--- src/rtl/callret_pkg.sv ---
// -----------------------------------------------------------------------------
// callret_pkg
// Shared definitions for the call/return sequencer (call_ret_ctrl):
//   - default widths and stack size
//   - return-address offset added to the caller PC
//   - sequencer state encoding (3-bit)
// -----------------------------------------------------------------------------
package callret_pkg;

    localparam int DEF_DATA_W      = 32;
    localparam int DEF_SP_W        = 8;
    localparam int DEF_STACK_DEPTH = 256;

    // Word-addressed PC: the return address is the next instruction word.
    localparam int DEF_RET_OFFSET  = 1;

    typedef enum logic [2:0] {
        IDLE = 3'd0,
        PUSH = 3'd1,
        POP  = 3'd2,
        WAIT = 3'd3,
        DONE = 3'd4,
        ERR  = 3'd5
    } state_e;

endpackage

--- src/rtl/callret_depth_ctr.sv ---
// -----------------------------------------------------------------------------
// callret_depth_ctr
// Up/down counter tracking how many entries the sequencer has on the stack.
// Ports:
//   clk, rst     clock, asynchronous active-low reset
//   inc_i        count up (ignored when full)
//   dec_i        count down (ignored when empty)
//   clear_i      synchronous return to zero (highest priority)
//   cnt_o        current depth, SP_W+1 bits so a full stack is representable
//   full_o       registered: cnt_o == STACK_DEPTH
//   empty_o      registered: cnt_o == 0
// -----------------------------------------------------------------------------
module callret_depth_ctr
    import callret_pkg::*;
#(
    parameter int SP_W        = DEF_SP_W,
    parameter int STACK_DEPTH = DEF_STACK_DEPTH
) (
    input  logic          clk,
    input  logic          rst,
    input  logic          inc_i,
    input  logic          dec_i,
    input  logic          clear_i,
    output logic [SP_W:0] cnt_o,
    output logic          full_o,
    output logic          empty_o
);

    localparam logic [SP_W:0] FULL_CNT = (SP_W + 1)'(STACK_DEPTH);
    localparam logic [SP_W:0] ONE_CNT  = (SP_W + 1)'(1);

    logic [SP_W:0] cnt_q;
    logic [SP_W:0] cnt_d;
    logic          full_q;
    logic          empty_q;

    // Next count: clear, then saturating increment / decrement.
    always_comb begin
        cnt_d = cnt_q;
        if (clear_i) begin
            cnt_d = '0;
        end else if (inc_i && !full_q) begin
            cnt_d = cnt_q + ONE_CNT;
        end else if (dec_i && !empty_q) begin
            cnt_d = cnt_q - ONE_CNT;
        end else begin
            cnt_d = cnt_q;
        end
    end

    // Count register with full/empty flags derived from the next count.
    always_ff @(posedge clk or negedge rst) begin
        if (!rst) begin
            cnt_q   <= '0;
            full_q  <= 1'b0;
            empty_q <= 1'b1;
        end else begin
            cnt_q   <= cnt_d;
            full_q  <= (cnt_d == FULL_CNT);
            empty_q <= (cnt_d == '0);
        end
    end

    assign cnt_o   = cnt_q;
    assign full_o  = full_q;
    assign empty_o = empty_q;

endmodule

--- src/rtl/call_ret_ctrl.sv ---
// -----------------------------------------------------------------------------
// call_ret_ctrl
// Call/return sequencer in front of the stack memory. Converts CALL/RET
// requests into single-cycle push/pop strobes and returns the new PC to fetch.
// Ports:
//   clk, rst                  clock, asynchronous active-low reset
//   call_req, ret_req         requests, sampled only in IDLE (CALL has priority)
//   pc_in, target_in          caller PC and call target
//   err_clr                   synchronous clear of sticky error flags
//   busy, done, pc_load       status / completion / PC-load pulses
//   pc_out                    new PC (call target or popped return address)
//   stk_enable/push/pop       stack strobes, stk_data_in pushed data
//   stk_data_out, stk_empty   popped data (valid the cycle after pop), empty flag
//   depth                     number of stacked entries
//   overflow, underflow       sticky error flags
// Optional (macro CALLRET_SP_CHECK_EN):
//   stk_sp, sp_mismatch       stack-pointer cross-check, sticky mismatch flag
// All outputs are registered; strobes are decoded from the next state so they
// drop together with the state register on asynchronous reset.
// -----------------------------------------------------------------------------
module call_ret_ctrl
    import callret_pkg::*;
#(
    parameter int DATA_W      = DEF_DATA_W,
    parameter int SP_W        = DEF_SP_W,
    parameter int STACK_DEPTH = DEF_STACK_DEPTH,
    parameter int RET_OFFSET  = DEF_RET_OFFSET
) (
    input  logic              clk,
    input  logic              rst,
    input  logic              call_req,
    input  logic              ret_req,
    input  logic [DATA_W-1:0] pc_in,
    input  logic [DATA_W-1:0] target_in,
    input  logic              err_clr,
    output logic              busy,
    output logic              done,
    output logic              pc_load,
    output logic [DATA_W-1:0] pc_out,
    output logic              stk_enable,
    output logic              stk_push,
    output logic              stk_pop,
    output logic [DATA_W-1:0] stk_data_in,
    input  logic [DATA_W-1:0] stk_data_out,
    input  logic              stk_empty,
    output logic [SP_W:0]     depth,
    output logic              overflow,
    output logic              underflow
`ifdef CALLRET_SP_CHECK_EN
    ,
    input  logic [SP_W-1:0]   stk_sp,
    output logic              sp_mismatch
`endif
);

    localparam logic [DATA_W-1:0] RET_ADD = DATA_W'(RET_OFFSET);

    state_e            state_q, state_d;
    logic [DATA_W-1:0] target_q, target_d;
    logic [DATA_W-1:0] pc_out_q, pc_out_d;
    logic [DATA_W-1:0] data_in_q, data_in_d;
    logic              busy_q, busy_d;
    logic              done_q, done_d;
    logic              pc_load_q, pc_load_d;
    logic              push_q, push_d;
    logic              pop_q, pop_d;
    logic              en_q, en_d;
    logic              ovf_q, ovf_d;
    logic              unf_q, unf_d;
    logic              cnt_inc;
    logic              cnt_dec;
    logic [SP_W:0]     depth_cnt;
    logic              depth_full;
    logic              depth_empty;

    callret_depth_ctr #(
        .SP_W        (SP_W),
        .STACK_DEPTH (STACK_DEPTH)
    ) u_depth (
        .clk     (clk),
        .rst     (rst),
        .inc_i   (cnt_inc),
        .dec_i   (cnt_dec),
        .clear_i (1'b0),
        .cnt_o   (depth_cnt),
        .full_o  (depth_full),
        .empty_o (depth_empty)
    );

    // Sequencer next state, datapath next values and next-cycle strobes.
    always_comb begin
        state_d   = state_q;
        target_d  = target_q;
        pc_out_d  = pc_out_q;
        data_in_d = '0;
        // A new error in the same cycle as err_clr overrides the clear below.
        ovf_d     = ovf_q & ~err_clr;
        unf_d     = unf_q & ~err_clr;
        cnt_inc   = 1'b0;
        cnt_dec   = 1'b0;

        case (state_q)
            IDLE: begin
                if (call_req) begin
                    target_d = target_in;
                    if (depth_full) begin
                        ovf_d   = 1'b1;
                        state_d = ERR;
                    end else begin
                        // Return address is formed at capture time so it is
                        // already registered on stk_data_in during PUSH.
                        data_in_d = pc_in + RET_ADD;
                        state_d   = PUSH;
                    end
                end else if (ret_req) begin
                    if (depth_empty || stk_empty) begin
                        unf_d   = 1'b1;
                        state_d = ERR;
                    end else begin
                        state_d = POP;
                    end
                end else begin
                    state_d = IDLE;
                end
            end
            PUSH: begin
                cnt_inc  = 1'b1;
                pc_out_d = target_q;
                state_d  = DONE;
            end
            POP: begin
                cnt_dec = 1'b1;
                state_d = WAIT;
            end
            WAIT: begin
                pc_out_d = stk_data_out;
                state_d  = DONE;
            end
            DONE: begin
                state_d = IDLE;
            end
            ERR: begin
                state_d = IDLE;
            end
            default: begin
                state_d = IDLE;
            end
        endcase

        busy_d    = (state_d != IDLE);
        push_d    = (state_d == PUSH);
        pop_d     = (state_d == POP);
        en_d      = push_d | pop_d;
        done_d    = (state_d == DONE) || (state_d == ERR);
        pc_load_d = (state_d == DONE);
    end

    // State, datapath and output registers.
    always_ff @(posedge clk or negedge rst) begin
        if (!rst) begin
            state_q   <= IDLE;
            target_q  <= '0;
            pc_out_q  <= '0;
            data_in_q <= '0;
            busy_q    <= 1'b0;
            done_q    <= 1'b0;
            pc_load_q <= 1'b0;
            push_q    <= 1'b0;
            pop_q     <= 1'b0;
            en_q      <= 1'b0;
            ovf_q     <= 1'b0;
            unf_q     <= 1'b0;
        end else begin
            state_q   <= state_d;
            target_q  <= target_d;
            pc_out_q  <= pc_out_d;
            data_in_q <= data_in_d;
            busy_q    <= busy_d;
            done_q    <= done_d;
            pc_load_q <= pc_load_d;
            push_q    <= push_d;
            pop_q     <= pop_d;
            en_q      <= en_d;
            ovf_q     <= ovf_d;
            unf_q     <= unf_d;
        end
    end

`ifdef CALLRET_SP_CHECK_EN
    logic mis_q;
    logic mis_d;

    // Sticky flag: the stack's own pointer disagrees with our depth while idle.
    always_comb begin
        mis_d = (mis_q & ~err_clr) |
                ((state_q == IDLE) && (stk_sp != depth_cnt[SP_W-1:0]));
    end

    // Mismatch flag register.
    always_ff @(posedge clk or negedge rst) begin
        if (!rst) begin
            mis_q <= 1'b0;
        end else begin
            mis_q <= mis_d;
        end
    end

    assign sp_mismatch = mis_q;
`endif

    assign busy        = busy_q;
    assign done        = done_q;
    assign pc_load     = pc_load_q;
    assign pc_out      = pc_out_q;
    assign stk_enable  = en_q;
    assign stk_push    = push_q;
    assign stk_pop     = pop_q;
    assign stk_data_in = data_in_q;
    assign depth       = depth_cnt;
    assign overflow    = ovf_q;
    assign underflow   = unf_q;

endmodule

--- config.mk ---
export PLATFORM = sky130hd
export DESIGN_NAME = call_ret_ctrl
export DESIGN_NICKNAME = d
export VERILOG_FILES = /design/src/rtl/callret_pkg.sv /design/src/rtl/callret_depth_ctr.sv /design/src/rtl/call_ret_ctrl.sv
export SDC_FILE = /design/constraint.sdc
export NUM_CORES = 1
export LEC_CHECK = 0
export ABC_AREA = 1
export CAP_MARGIN = 20
export CORE_MARGIN = 5
export CORE_UTILIZATION = 40
export DETAILED_ROUTE_END_ITERATION = 10
export HOLD_SLACK_MARGIN = 0.12
export PLACE_DENSITY = 0.71
export SLEW_MARGIN = 15
export SYNTH_ARGS = -nofsm -noshare
export SYNTH_HDL_FRONTEND = slang
export SYNTH_SLANG_ARGS = --single-unit
--- constraint.sdc ---
create_clock -name clk -period 3.3 [get_ports clk]
set_clock_uncertainty 0.15 [all_clocks]
set_input_delay 0.33 -clock clk [delete_from_list [all_inputs] [get_ports clk]]
set_output_delay 0.33 -clock clk [all_outputs]
set_load 0.01 [all_outputs]
## Word-level counts from Yosys, hierarchy flattened

Cells that the tools add are included.

| storage, ports and cells | value |
|---|---|
| register bits after elaboration | 118 |
| latch bits | 0 |
| memory bits (writable) | 0 |
| ROM bits | 0 |
| bits of input ports | 102 |
| output and inout bits | 81 |
| logic and storage cells | 62 |
| memories | 0 |

| operators by class | value |
|---|---|
| $add $sub $neg | 3 |
| $mul | 0 |
| divide/modulo/power cells | 0 |
| $lt $le $gt $ge | 0 |
| equality and inequality tests | 8 |
| shift-type cells | 0 |
| multiplexer cells | 20 |
| bitwise operators | 4 |
| reductions and logical operators | 12 |

Operator list:

| kind | number |
|---|---|
| 32-bit 2-to-1 mux | 3 |
| 32-bit one-hot mux with 2 select lines | 1 |
| 32-bit by 1-bit adder with 32-bit output, second input constant | 1 |
| 9-bit 2-to-1 mux | 2 |
| 3-bit 2-to-1 mux | 4 |
| 9-bit by 1-bit adder with 9-bit output, second input constant | 1 |
| 3-bit by 2-bit == test with 1-bit output, second input constant | 3 |
| 9-bit == test, second input constant | 1 |
| 9-bit logical NOT | 1 |
| 1-bit 2-to-1 mux | 9 |
| 3-bit one-hot mux with 3 select lines | 1 |
| 9-bit by 1-bit subtractor with 9-bit output, second input constant | 1 |
| 3-bit by 1-bit == test with 1-bit output, second input constant | 2 |
| 3-bit == test, second input constant | 2 |
| 3-bit logical NOT | 1 |
| 3-bit nonzero test | 1 |
| 1-bit bitwise AND | 2 |
| 1-bit logical AND | 2 |
| 1-bit logical NOT | 2 |
| 1-bit logical OR | 2 |
| 2-bit AND reduction | 1 |
| 2-bit nonzero test | 1 |
| 2-bit OR reduction | 1 |
| 1-bit NOT | 1 |
| 1-bit bitwise OR | 1 |

## Logic depth before layout (Yosys ltp)

| depth | value |
|---|---|
| word-level depth | 7 |
| depth in mapped cells | 13 |
| depth with buffers taken out | 13 |

## Cells and area by module

From an unflattened synthesis, not the netlist that was laid out.

| unflattened totals | value |
|---|---|
| cell total of the unflattened synthesis | 707 |
| area total of the unflattened synthesis | 5833.1 sq um |

Modules (own cells, without submodules):

| module | times used | cells each | area each (sq um) | seq. area each (sq um) |
|---|---|---|---|---|
| call_ret_ctrl | 1 | 585 | 5016.1 | 2677.6 |
| callret_depth_ctr | 1 | 122 | 817.0 | 276.5 |

## Worst setup path before layout

No wires, ideal clock.

| timing | value |
|---|---|
| path kind | in2reg |
| start point | input pc_in[0] |
| end point | register data_in_q[26], in the netlist stk_data_in[26] |
| library setup time | 0.117 ns |
| arrival | 1.442 ns |
| data required time | 3.033 ns |
| slack | 1.591 ns |
| stages on the path | 12 |
| path buffers | 0 |
| cell sequence | ha_1 -> nand2_1 -> nor2_2 -> nand3_1 -> nor2_1 -> nand2_1 -> inv_2 -> nand3_1 -> nor2_1 -> nand2_1 -> nand2_1 -> nor2_1 |

| between the ends | value |
|---|---|
| cells in the longest elaborated chain, start to end | 4 |

RTL lines:

| what | line | RTL |
|---|---|---|
| start: declaration | call_ret_ctrl.sv:33 | `input logic [DATA_W-1:0] pc_in,` |
| 32-bit by 1-bit adder with 32-bit output | call_ret_ctrl.sv:112 | `data_in_d = pc_in + RET_ADD;` |
| 32-bit 2-to-1 mux | call_ret_ctrl.sv:106 | `if (depth_full) begin` |
| 32-bit 2-to-1 mux | call_ret_ctrl.sv:104 | `if (call_req) begin` |
| 32-bit 2-to-1 mux | call_ret_ctrl.sv:102 | `case (state_q)` |
| named net data_in_d[26] | call_ret_ctrl.sv:61 | `logic [DATA_W-1:0] data_in_q, data_in_d;` |
| end signal: assignment | call_ret_ctrl.sv:177 | `data_in_q <= data_in_d;` |
| end: declaration | call_ret_ctrl.sv:61 |  |

The timed path passes the listed nets, and every way through them passes these cells.
A chain may end at the register's enable or synchronous reset.

## Worst setup path in the final report

| timing | value |
|---|---|
| start point | register state_q[0] |
| end point | register data_in_q[15], in the netlist stk_data_in[15] |

| between the ends | value |
|---|---|
| cells in the longest elaborated chain, start to end | 2 |

RTL lines:

| what | line | RTL |
|---|---|---|
| start: declaration | call_ret_ctrl.sv:58 | `state_e state_q, state_d;` |
| start signal: assignment | call_ret_ctrl.sv:174 | `state_q <= state_d;` |
| 3-bit logical NOT | call_ret_ctrl.sv:102 |  |
| 32-bit 2-to-1 mux | call_ret_ctrl.sv:102 |  |
| named net data_in_d[15] | call_ret_ctrl.sv:61 |  |

The timed path passes the listed nets, and every way through them passes these cells.

==> impl_metrics.toml <==
[synthesis]
async_flop_share_pct = 100
synth_area_per_cell_sq_um = 8.04
yosys_warnings = 0
yosys.area.top_type = "dfrtp_1"
synth-edff-count = 0
yosysSeqAreaShare_pct = 53.8
synth_seq_cells = 118
postSynthCellCount = 682
synth_ff_type = "dfrtp_1"
yosysUniqueCellTypes = 41
synth_most_common_cell = "nand2_1"
synth_nets = 787
syn_area_sq_mm = 0.00549
synth.area.top_cells = "dfrtp_1 (53%), nand2_1 (19%), nand3_1 (4.7%)"
synth_commonest_cells = "nand2_1 (275), dfrtp_1 (117), nor2_1 (59)"
yosys.area.top_type_share_pct = 53.4

[drt]
drc = 0
vias_per_cell = 4.87
first_iter_violations = 327
drtAntennaViolNets = 0
routed_wirelength_mm = 15.7
wl_per_cell_um = 14.8
vias = 5162
dr.pass1.iters = 5

[power_and_ir_drop]
power.leakage_nw = 3.83
power_frac_comb_pct = 37.1
vdd_drop_max_v = 0.000381
pwr-share-seq_pct = 34.9
switching_share_pct = 34.2
p_int_w = 0.00436
p_sw_w = 0.00227
pwr_density_cell_mw_per_mm2 = 818
p_clk_share_pct = 28.1

[die]
fp.coreArea_sq_mm = 0.0133
die_area_sq_mm = 0.0162
die-width_um = 127
start_util_pct = 41.1
ios = 183
rows = 42
die-height_um = 127

[timing]
finalSetupTns_ns = 0
slew_viol_final = 0
max_slew_margin_pct = 54.4
rsz0062_at_grt = "no"
finalHoldViolCount = 0
timing.final.ws_setup_ns = 0.939
setup_viol = 0
max_freq_mhz = 424
min_period_over_period_pct = 71.6
worst_pin_slew_ns = 0.683
period_minus_slack_ns = 2.36

[global_route]
track_usage_pct = 19.9
grt_pass1_wl_mm = 25.5
grt_max_degree = 69
globalRoute.totalOverflow = 0
grt_antenna_before_repair = 0
grt_pass1_vias = 5014

[job]
max_cap_viol_count = 0

[cts]
clkLatencyLatePin_ns = 0.42
cts_tree = "built"
path_clk_slew_ns = 0.05
clock_sinks = 118
cts.path.max_buffers = 2
numCtsBuffers = 17
cts_resized = 0
postCtsSetupBuffers = 0
cts-root-buf = "clkbuf_16"
h-tree-depth = 4

[setup_path]
path_class = "reg2reg"
cp-end-kind = "flop"
required_ns = 3.51
start_kind = "flop"
crit_fanout = 22
arrival_ns = 2.57

[place]
gp_congestion = 0.848
numPortBuffers = 182
dpl.hpwl_mm = 11.2
preCtsSetupSlack_ns = 0.790

[run_status]
status = "complete, no violations"

[layout]
drive_gt1_share_pct = 7.12
n_fill_cell = 1215
final_nets = 977
insertedDiodeCount = 0
area_growth_pct = 47.7

[hold_path]
worst_hold_path_type = "in2reg"
[sequential cells by signal, summed over array words and instances, names as in the netlist, 3 cells and up]
signal	flops
u_depth.cnt_o	9
target_q	32
stk_data_in	32
pc_out	32
state_q	3
[critical path: stages (launching register included)]
cell,delay (ns)
dfrtp_1,0.48
nor2_4,0.20
nand2_2,0.11
nor2_4,0.39
inv_2,0.13
nor2_8,0.27
inv_2,0.22
a31oi_1,0.19
o21a_1,0.14
[final timing paths]
path / start / end / slack (ns) / cells after the start
setup / recovery: state_q[0] / stk_data_in[15] / 0.94 / 8
hold / removal: stk_data_out[10] / pc_out[10] / 0.30 / 3
setup reg to reg: state_q[0] / stk_data_in[15] / 0.94 / 8
hold reg to reg: target_q[26] / target_q[26] / 0.32 / 2
max in group asynchronous: rst / pc_out[23] / 1.85 / 3
min in group asynchronous: rst / pc_out[7] / 0.34 / 2
[through the flow]
stage               util [%]  cells  cell area, sq um  power, W  hold WS, ns
floorplan                  -    682              5490   0.00361       -0.116
global route            60.7   1061              8100   0.00709        0.303
global placement        56.2   1028              7500   0.00475        0.255
finish                  60.7   1061              8100   0.00663        0.299
CTS                     60.7   1061              8100   0.00670        0.282
detailed placement      56.2   1028              7500   0.00480        0.265
[per-layer routing]
layer	track usage (%)	vias to the layer above	part of all wire [%]
li1	-	2535	-
met1	25.8	2417	45
met2	31.8	191	46
met3	6.47	19	8.2
met4	6.06	0	1.4
met5	0	-	0
[final cells by class]
cell class / instances / area (sq um) / area share (%)
timing repair buffer: 189 / 1890 / 23.3
tap: 176 / 220 / 2.72
inverter: 63 / 236 / 2.92
multi-input combinational: 483 / 2210 / 27.3
sequential: 118 / 2950 / 36.5
clock buffer: 23 / 468 / 5.78
clock inverter: 9 / 125 / 1.54
[cells in the final DEF (no fill, tap or decap), drive strengths merged, types with 3 or more instances in the layout]
master	n
o21ai	14
bufinv	3
o21bai	3
nand3	53
inv	63
clkinv	4
buf	7
a21oi	16
nor4	3
dfrtp	117
ha	3
nor3	13
o211ai	5
clkdlybuf4s50	181
nand4	8
a22oi	3
nor2	69
nor3b	3
clkbuf	23
nand2	277
nand3b	3
[power by group through the flow]
stage          combinational [W]  clock (W)  sequential [W]
2_1_floorplan            0.00116          0         0.00245
3_3_place_gp             0.00244          0         0.00232
3_5_place_dp             0.00248          0         0.00232
4_1_cts                  0.00249    0.00189         0.00231
5_1_grt                  0.00275    0.00195         0.00239
6_report                 0.00246    0.00186         0.00231
[cell families (layout without fill, tap and decap cells)]
family | after synthesis | count (layout) | share of synthesized area, %
flip-flops | 118 | 118 | 53.8
AO/OA/AOI/OAI | 46 | 46 | 4.93
AND/OR/NAND/NOR | 431 | 431 | 34.1
adder cells (fa/ha/maj) | 3 | 3 | 0.684
buffers and inverters | 81 | 284 | 5.95
XOR/XNOR | 3 | 3 | 0.479
[repair_timing]
item | in CTS | in global routing
endpoints found under the setup margin | 0 | 0
hold buffers | 1 | 0
hold endpoints to repair | 49 | 0
Note: power is estimated with default switching activity, not from simulation.
